`config.mk`:
```
export PLATFORM = sky130hd
export DESIGN_NAME = digit_argmax
export DESIGN_NICKNAME = d
export VERILOG_FILES = /design/src/rtl/digit_pkg.sv /design/src/rtl/argmax_tracker.sv /design/src/rtl/flex_counter.sv /design/src/rtl/digit_argmax.sv
export SDC_FILE = /design/constraint.sdc
export NUM_CORES = 1
export LEC_CHECK = 0
export CORE_MARGIN = 1
export CORE_UTILIZATION = 53
export CTS_CLUSTER_SIZE = 40
export DETAILED_ROUTE_END_ITERATION = 16
export PLACE_DENSITY_LB_ADDON = 0.3
export SETUP_SLACK_MARGIN = 0.15
export SYNTH_ARGS = -nofsm -noshare
export SYNTH_HDL_FRONTEND = slang
export SYNTH_HIERARCHICAL = 1
export SYNTH_SLANG_ARGS = --single-unit
```
`constraint.sdc`:
```
create_clock -name clk -period 2 [get_ports clk]
set_input_delay 0.4 -clock clk [delete_from_list [all_inputs] [get_ports clk]]
set_output_delay 0.4 -clock clk [all_outputs]
set_load 0.02 [all_outputs]
```
`src/rtl/digit_pkg.sv`:
```
// Shared digit-recognition definitions, used by the argmax scanner, the SPI
// output stage and the network controller.
package digit_pkg;
  localparam int DIGIT_W      = 4;   // width of a class index
  localparam int SIG_OUT_BASE = 8;   // sigmoid address of output neuron 0
  localparam int NUM_DIGITS   = 10;  // output-layer neuron count

  typedef enum logic [1:0] {
    IDLE  = 2'd0,
    READ  = 2'd1,
    DRAIN = 2'd2,
    DONE  = 2'd3
  } argmax_state_t;
endpackage

```
`src/rtl/argmax_tracker.sv`:
```
// Running maximum tracker for the argmax scan. The next-state values are
// exported so the final sample can be folded into the result in one cycle.
// DIGIT_ARGMAX_MARGIN_EN adds runner-up tracking.
module argmax_tracker
  import digit_pkg::*;
#(
  parameter int DATA_W = 4
) (
  input  logic               clk,
  input  logic               n_rst,
  input  logic               clear,
  input  logic               sample_valid,
  input  logic [DATA_W-1:0]  data,
  input  logic [DIGIT_W-1:0] idx,
  output logic [DATA_W-1:0]  best_nxt,
  output logic [DIGIT_W-1:0] best_idx_nxt
`ifdef DIGIT_ARGMAX_MARGIN_EN
  ,
  output logic [DATA_W-1:0]  runner_nxt
`endif
);
  logic [DATA_W-1:0]  best_q;
  logic [DIGIT_W-1:0] best_idx_q;
  logic               first_q;
  logic               upd;
`ifdef DIGIT_ARGMAX_MARGIN_EN
  logic [DATA_W-1:0]  runner_q;
`endif

  // Strict compare keeps the lowest index on ties; first sample always wins.
  assign upd = sample_valid & (first_q | (data > best_q));

  // Next best / runner-up selection.
  always_comb begin
    best_nxt     = best_q;
    best_idx_nxt = best_idx_q;
`ifdef DIGIT_ARGMAX_MARGIN_EN
    runner_nxt   = runner_q;
`endif
    if (clear) begin
      best_nxt     = '0;
      best_idx_nxt = '0;
`ifdef DIGIT_ARGMAX_MARGIN_EN
      runner_nxt   = '0;
`endif
    end else if (upd) begin
      best_nxt     = data;
      best_idx_nxt = idx;
`ifdef DIGIT_ARGMAX_MARGIN_EN
      runner_nxt   = best_q;
`endif
    end
`ifdef DIGIT_ARGMAX_MARGIN_EN
    else if (sample_valid && (data > runner_q)) begin
      runner_nxt = data;
    end
`endif
  end

  // Tracker state registers.
  always_ff @(posedge clk or negedge n_rst) begin
    if (!n_rst) begin
      best_q     <= '0;
      best_idx_q <= '0;
      first_q    <= 1'b1;
`ifdef DIGIT_ARGMAX_MARGIN_EN
      runner_q   <= '0;
`endif
    end else begin
      best_q     <= best_nxt;
      best_idx_q <= best_idx_nxt;
      first_q    <= clear ? 1'b1 : (sample_valid ? 1'b0 : first_q);
`ifdef DIGIT_ARGMAX_MARGIN_EN
      runner_q   <= runner_nxt;
`endif
    end
  end
endmodule

```
`src/rtl/flex_counter.sv`:
```
// Enabled up-counter with synchronous clear that wraps to 0 after reaching
// rollover_val; rollover_flag marks the terminal count.
module flex_counter #(
  parameter int NUM_CNT_BITS = 4
) (
  input  logic                    clk,
  input  logic                    n_rst,
  input  logic                    clear,
  input  logic                    count_enable,
  input  logic [NUM_CNT_BITS-1:0] rollover_val,
  output logic [NUM_CNT_BITS-1:0] count_out,
  output logic                    rollover_flag
);
  // Count register: clear has priority, wrap on terminal count.
  always_ff @(posedge clk or negedge n_rst) begin
    if (!n_rst)            count_out <= '0;
    else if (clear)        count_out <= '0;
    else if (count_enable) count_out <= (count_out == rollover_val) ? '0 : count_out + 1'b1;
  end

  assign rollover_flag = (count_out == rollover_val);
endmodule

```
`src/rtl/digit_argmax.sv`:
```
// Output-layer argmax: on a rising network_done, reads the output neurons
// from the sigmoid register file and presents the winning digit and its
// activation until acked. Optional DIGIT_ARGMAX_MARGIN_EN drives low_conf
// when the best-vs-runner-up margin is below MARGIN_MIN.
module digit_argmax
  import digit_pkg::*;
#(
  parameter int NUM_CLASSES = NUM_DIGITS,
  parameter int BASE_ADDR   = SIG_OUT_BASE,
  parameter int ADDR_W      = 5,
  parameter int DATA_W      = 4,
  parameter int MARGIN_MIN  = 2
) (
  input  logic               clk,
  input  logic               n_rst,
  input  logic               network_done,
  output logic [ADDR_W-1:0]  sig_rd_addr,
  output logic               sig_rd_en,
  input  logic [DATA_W-1:0]  sig_rd_data,
  output logic               busy,
  output logic [DIGIT_W-1:0] digit,
  output logic [DATA_W-1:0]  confidence,
  output logic               digit_valid,
  input  logic               ack,
  output logic               low_conf
);
  localparam int IDX_W = $clog2(NUM_CLASSES + 1);

  // Parameter legality: read addresses must not wrap.
  if ((BASE_ADDR + NUM_CLASSES > 2 ** ADDR_W) || (NUM_CLASSES < 1) ||
      (NUM_CLASSES > 16) || (MARGIN_MIN < 0)) begin : g_param_chk
    $error("digit_argmax: illegal parameters");
  end

  argmax_state_t      state, state_nxt;
  logic               done_q, start, last;
  logic [IDX_W-1:0]   idx;
  logic               rd_en_q;
  logic [DIGIT_W-1:0] idx_q;
  logic               trk_clear;
  logic [DATA_W-1:0]  best_nxt;
  logic [DIGIT_W-1:0] best_idx_nxt;

  assign start = network_done & ~done_q;

  // Edge detector; resets high so a level held through reset is not a start.
  always_ff @(posedge clk or negedge n_rst) begin
    if (!n_rst) done_q <= 1'b1;
    else        done_q <= network_done;
  end

  // State register.
  always_ff @(posedge clk or negedge n_rst) begin
    if (!n_rst) state <= IDLE;
    else        state <= state_nxt;
  end

  // Next-state logic; start in DONE wins over a simultaneous ack.
  always_comb begin
    state_nxt = state;
    case (state)
      IDLE:    if (start) state_nxt = READ;
      READ:    if (last)  state_nxt = DRAIN;
      DRAIN:   state_nxt = DONE;
      DONE:    if (start) state_nxt = READ;
               else if (ack) state_nxt = IDLE;
      default: state_nxt = IDLE;
    endcase
  end

  flex_counter #(.NUM_CNT_BITS(IDX_W)) u_idx_cnt (
    .clk          (clk),
    .n_rst        (n_rst),
    .clear        (state != READ),
    .count_enable (state == READ),
    .rollover_val (IDX_W'(NUM_CLASSES - 1)),
    .count_out    (idx),
    .rollover_flag(last)
  );

  assign sig_rd_en   = (state == READ);
  assign sig_rd_addr = sig_rd_en ? (ADDR_W'(BASE_ADDR) + ADDR_W'(idx)) : '0;
  assign busy        = (state == READ) || (state == DRAIN);
  assign trk_clear   = (state == IDLE) || ((state == DONE) && start);

  // Pair each returning data word with the index that requested it.
  always_ff @(posedge clk or negedge n_rst) begin
    if (!n_rst) begin
      rd_en_q <= 1'b0;
      idx_q   <= '0;
    end else begin
      rd_en_q <= sig_rd_en;
      idx_q   <= DIGIT_W'(idx);
    end
  end

`ifdef DIGIT_ARGMAX_MARGIN_EN
  logic [DATA_W-1:0] runner_nxt;
  logic [DATA_W:0]   margin;
  assign margin = {1'b0, best_nxt} - {1'b0, runner_nxt};
`endif

  argmax_tracker #(.DATA_W(DATA_W)) u_trk (
    .clk         (clk),
    .n_rst       (n_rst),
    .clear       (trk_clear),
    .sample_valid(rd_en_q),
    .data        (sig_rd_data),
    .idx         (idx_q),
    .best_nxt    (best_nxt),
    .best_idx_nxt(best_idx_nxt)
`ifdef DIGIT_ARGMAX_MARGIN_EN
    ,
    .runner_nxt  (runner_nxt)
`endif
  );

  // Result registers: load as DRAIN folds in the last sample, drop valid on ack/restart.
  always_ff @(posedge clk or negedge n_rst) begin
    if (!n_rst) begin
      digit       <= '0;
      confidence  <= '0;
      digit_valid <= 1'b0;
    end else if (state == DRAIN) begin
      digit       <= best_idx_nxt;
      confidence  <= best_nxt;
      digit_valid <= 1'b1;
    end else if ((state == DONE) && (start || ack)) begin
      digit_valid <= 1'b0;
    end
  end

`ifdef DIGIT_ARGMAX_MARGIN_EN
  // Low-confidence flag registered alongside the digit.
  always_ff @(posedge clk or negedge n_rst) begin
    if (!n_rst)                low_conf <= 1'b0;
    else if (state == DRAIN)   low_conf <= (margin < (DATA_W + 1)'(MARGIN_MIN));
  end
`else
  assign low_conf = 1'b0;
`endif
endmodule

```
==> summary.md <==
| Metric | Value |
|---|---|
| Status | `finished clean` |
| Clock skew | `0.01135 ns` |
| CTS tree | `yes` |
| Fin crit share | `91.85%` |
| Top post-synthesis cells by area | `dfrtp_1, ha_1, nand2b_1` |
| Worst Max-Slew Pin Slew | `0.5135 ns` |
| H-tree depth | `2` |
| PortBufs | `23` |
| Syn Area/Cell | `11.79 um2` |
| GPL Wtd Cong | `0.7536` |
| Clock slew at reported path FFs | `0.10 ns` |
| Vias per std cell | `5.435` |
| RSZ-0062 raised after global routing | `no` |
| Synth Cell Area | `1580 um2` |
| Clock sink total | `30` |
| FFs w/ async S/R, synth | `100.0%` |
| CP Class | `reg2reg` |
| Clock buffer depth | `2` |
| Drt first pass iters | `4` |
| Fmax achieved | `0.5444 GHz` |
| Leading area contributor after synthesis | `dfrtp_1` |
| Initial core utilization | `56.82%` |
| DR WL/cell | `15.14 um` |
| CP endpoint kind | `register` |
| Via count | `1125` |
| Antenna cell count | `0` |
| Vias in the first global route | `1180` |
| Inst Count DP | `194` |
| Warnings, synthesis | `6` |
| # nets final | `193` |
| Fill cells | `200` |
| Largest net degree at the start of global routing | `31` |
| Routed Antenna Nets | `0` |
| Layout cells sized above 1 | `31.82%` |
| HP Class | `in2async` |
| Final Non-Filler Cells | `207` |
| Leak | `0.0009632 uW` |
| DIE AREA | `3204 um2` |
| Placeable Area | `2781 um2` |
| Crit path max fanout | `7` |
| Pint | `1780 uW` |
| Critical path cell sequence | `inv_2 -> ha_4 -> buf_4 -> nand4_1 -> o21ai_2 -> a21oi_4 -> buf_12 -> mux2i_4 -> mux2_4` |
| Unique masters post-synth | `39` |
| IO Count | `25` |
| Clock latency on the worst-skew pair | `0.33 ns` |
| Chip height | `56.61 um` |
| Post-synth top flop | `dfrtp_1` |
| Sw Share | `37.72%` |
| Post-synth EDFFs | `0` |
| Cell area power density | `1386 nW/um2` |
| Startpoint types | `register` |
| Final min period | `1.837 ns` |
| Initial antenna violation count | `0` |
| Max Cap Viol | `0` |
| Sequential share of the synthesized area | `47.66%` |
| Rel. slew slack | `65.77%` |
| Worst EP arrival | `2.05 ns` |
| Grt ovf | `0` |
| Routed wire length | `3.134 mm` |
| Logic pwr share | `53.2%` |
| CTS Hold Buffers Added | `0` |
| Switch Pwr | `1078 uW` |
| Seq cells post-synth | `30` |
| DRC viols | `0` |
| Endpoints failing setup | `0` |
| VDD IR max | `1006 uV` |
| Cts bufs inserted | `5` |
| Cells after Synth | `134` |
| Post-detail-place hpwl | `2.111 mm` |
| First-pass GRT wire length | `5.126 mm` |
| CP required | `2.21 ns` |
| Post-synth top area share | `44.34%` |
| P&R area growth vs syn | `30.48%` |
| Root Buffer | `clkbuf_4` |
| Clock power frac | `16.4%` |
| Max-slew violation count | `0` |
| Hold Vio Cnt, Final | `0` |
| Site Rows | `19` |
| Chip width | `56.61 um` |
| 1st-iter DRT viols | `24` |
| CP max stage delay | `0.36 ns` |
| Total track usage | `21.10%` |
| Pwr Total | `2858 uW` |
| Share of power burned in registers | `30.3%` |
| Crit-path slowest cell | `dfrtp_1` |
per-stage QoR:
step	setup WS, ns	area [um2]	hold WS, ns	util [%]	TNS [ns]
5_1_grt	0.08905	2062	0.4510	74.13	0
3_5_place_dp	-0.3595	1892	0.4650	68.02	-3.796
6_report	0.1630	2062	0.4490	74.13	0
3_3_place_gp	-0.2534	1892	0.4608	68.02	-2.255
4_1_cts	0.1412	2046	0.4518	73.55	0
2_1_floorplan	0.2290	1592	0.1044	-	0
sequential cells by signal (all words and copies together), names as in the netlist:
signal / count
rd_en_q: 1
u_idx_cnt/count_out: 4
digit_valid: 1
u_trk/first_q: 1
u_trk/best_q: 4
digit: 4
idx_q: 4
confidence: 4
done_q: 1
u_trk/best_idx_q: 4
state: 2
critical path, delay by kind of cell, from the launching register on:
kind | cells | cell delay, ns
and+or+nand+nor | 1 | 0.10
adders and majority gates | 1 | 0.26
buffers and inverters | 3 | 0.30
DFF | 1 | 0.36
muxes | 2 | 0.44
AOI/OAI and AO/OA | 2 | 0.27
power by group through the flow:
stage                     Combinational (uW)  Clock, uW  Sequential (uW)
after floorplan                          823          0              916
after global placement                  1270          0              865
after detailed placement                1330          0              878
after CTS                               1490        476              865
after global routing                    1630        509              887
final                                   1520        469              867
cell families (layout without fill, tap and decap cells):
kind of cell | after synthesis | after routing | synth area share [%]
xor+xnor | 4 | 4 | 2.217
fa+ha+maj | 10 | 10 | 7.918
simple gates | 39 | 39 | 16.15
mux | 18 | 18 | 12.11
compound gates | 18 | 18 | 9.976
other cells | 2 | 5 | 0.4752
buf+inv | 13 | 52 | 3.483
flops | 30 | 30 | 47.66
layout by cell type (no fill, tap or decap), types with 5 or more instances in the layout:
master           count
mux2_2               8
buf_2                7
buf_4               11
clkbuf_4             5
clkdlybuf4s50_1     12
ha_1                 6
inv_1                8
mux2i_1              6
dfrtp_1             28
nand2b_1            18
conb_1               5
cell usage after synthesis (2+ instances only):
master / instances
and2_1: 4
mux2i_1: 9
dfstp_2: 2
ha_1: 10
nand3b_1: 2
dfrtp_1: 28
nand2_1: 4
inv_1: 9
nand2b_1: 18
o32ai_1: 2
a21oi_1: 2
or2b_1: 2
nor2_1: 3
mux2_2: 9
conb_1: 2
a21o_1: 2
xor2_1: 4
path summary, 6_finish.rpt:
check                                                from                        end  slack [ns]  cells past startpoint
worst max-delay path            u_trk/best_q[1]$_DFF_PN0_       digit[0]$_DFFE_PN0P_        0.16                      9
max in group asynchronous                           n_rst  u_trk/first_q$_DFFE_PN1P_        1.22                      2
min in group clk                  digit_valid$_DFFE_PN0P_    digit_valid$_DFFE_PN0P_        0.48                      1
worst min-delay path                                n_rst       state[1]$_DFFE_PN0P_        0.45                      2
worst min register to register    digit_valid$_DFFE_PN0P_    digit_valid$_DFFE_PN0P_        0.48                      1
worst max register to register  u_trk/best_q[1]$_DFF_PN0_       digit[0]$_DFFE_PN0P_        0.16                      9
area by class of cell:
class / instances / area, um2 / share of cell area (%)
Clock buffer: 5 / 37.54 / 1.820
Inverter: 9 / 33.78 / 1.638
Clock inverter: 3 / 40.04 / 1.942
Tap cell: 31 / 38.79 / 1.881
Multi-Input combinational cell: 94 / 865.8 / 41.99
Timing Repair Buffer: 35 / 292.8 / 14.20
Sequential cell: 30 / 753.2 / 36.53
what timing repair did:
item,CTS,global route
setup endpoints to repair,15,8
pin swaps,6,4
buffers inserted,5,0
resized for setup,42,3
metal layers:
layer	share of wire (%)	up-vias	routed length, um	global-route usage, %
li1	-	530	-	-
met1	40	545	1266	26.07
met2	52	39	1620	34.79
met3	4.7	11	148	5.300
met4	3.1	0	98	9.408
met5	0	-	0	0
Power figures use the tool's default switching activity.
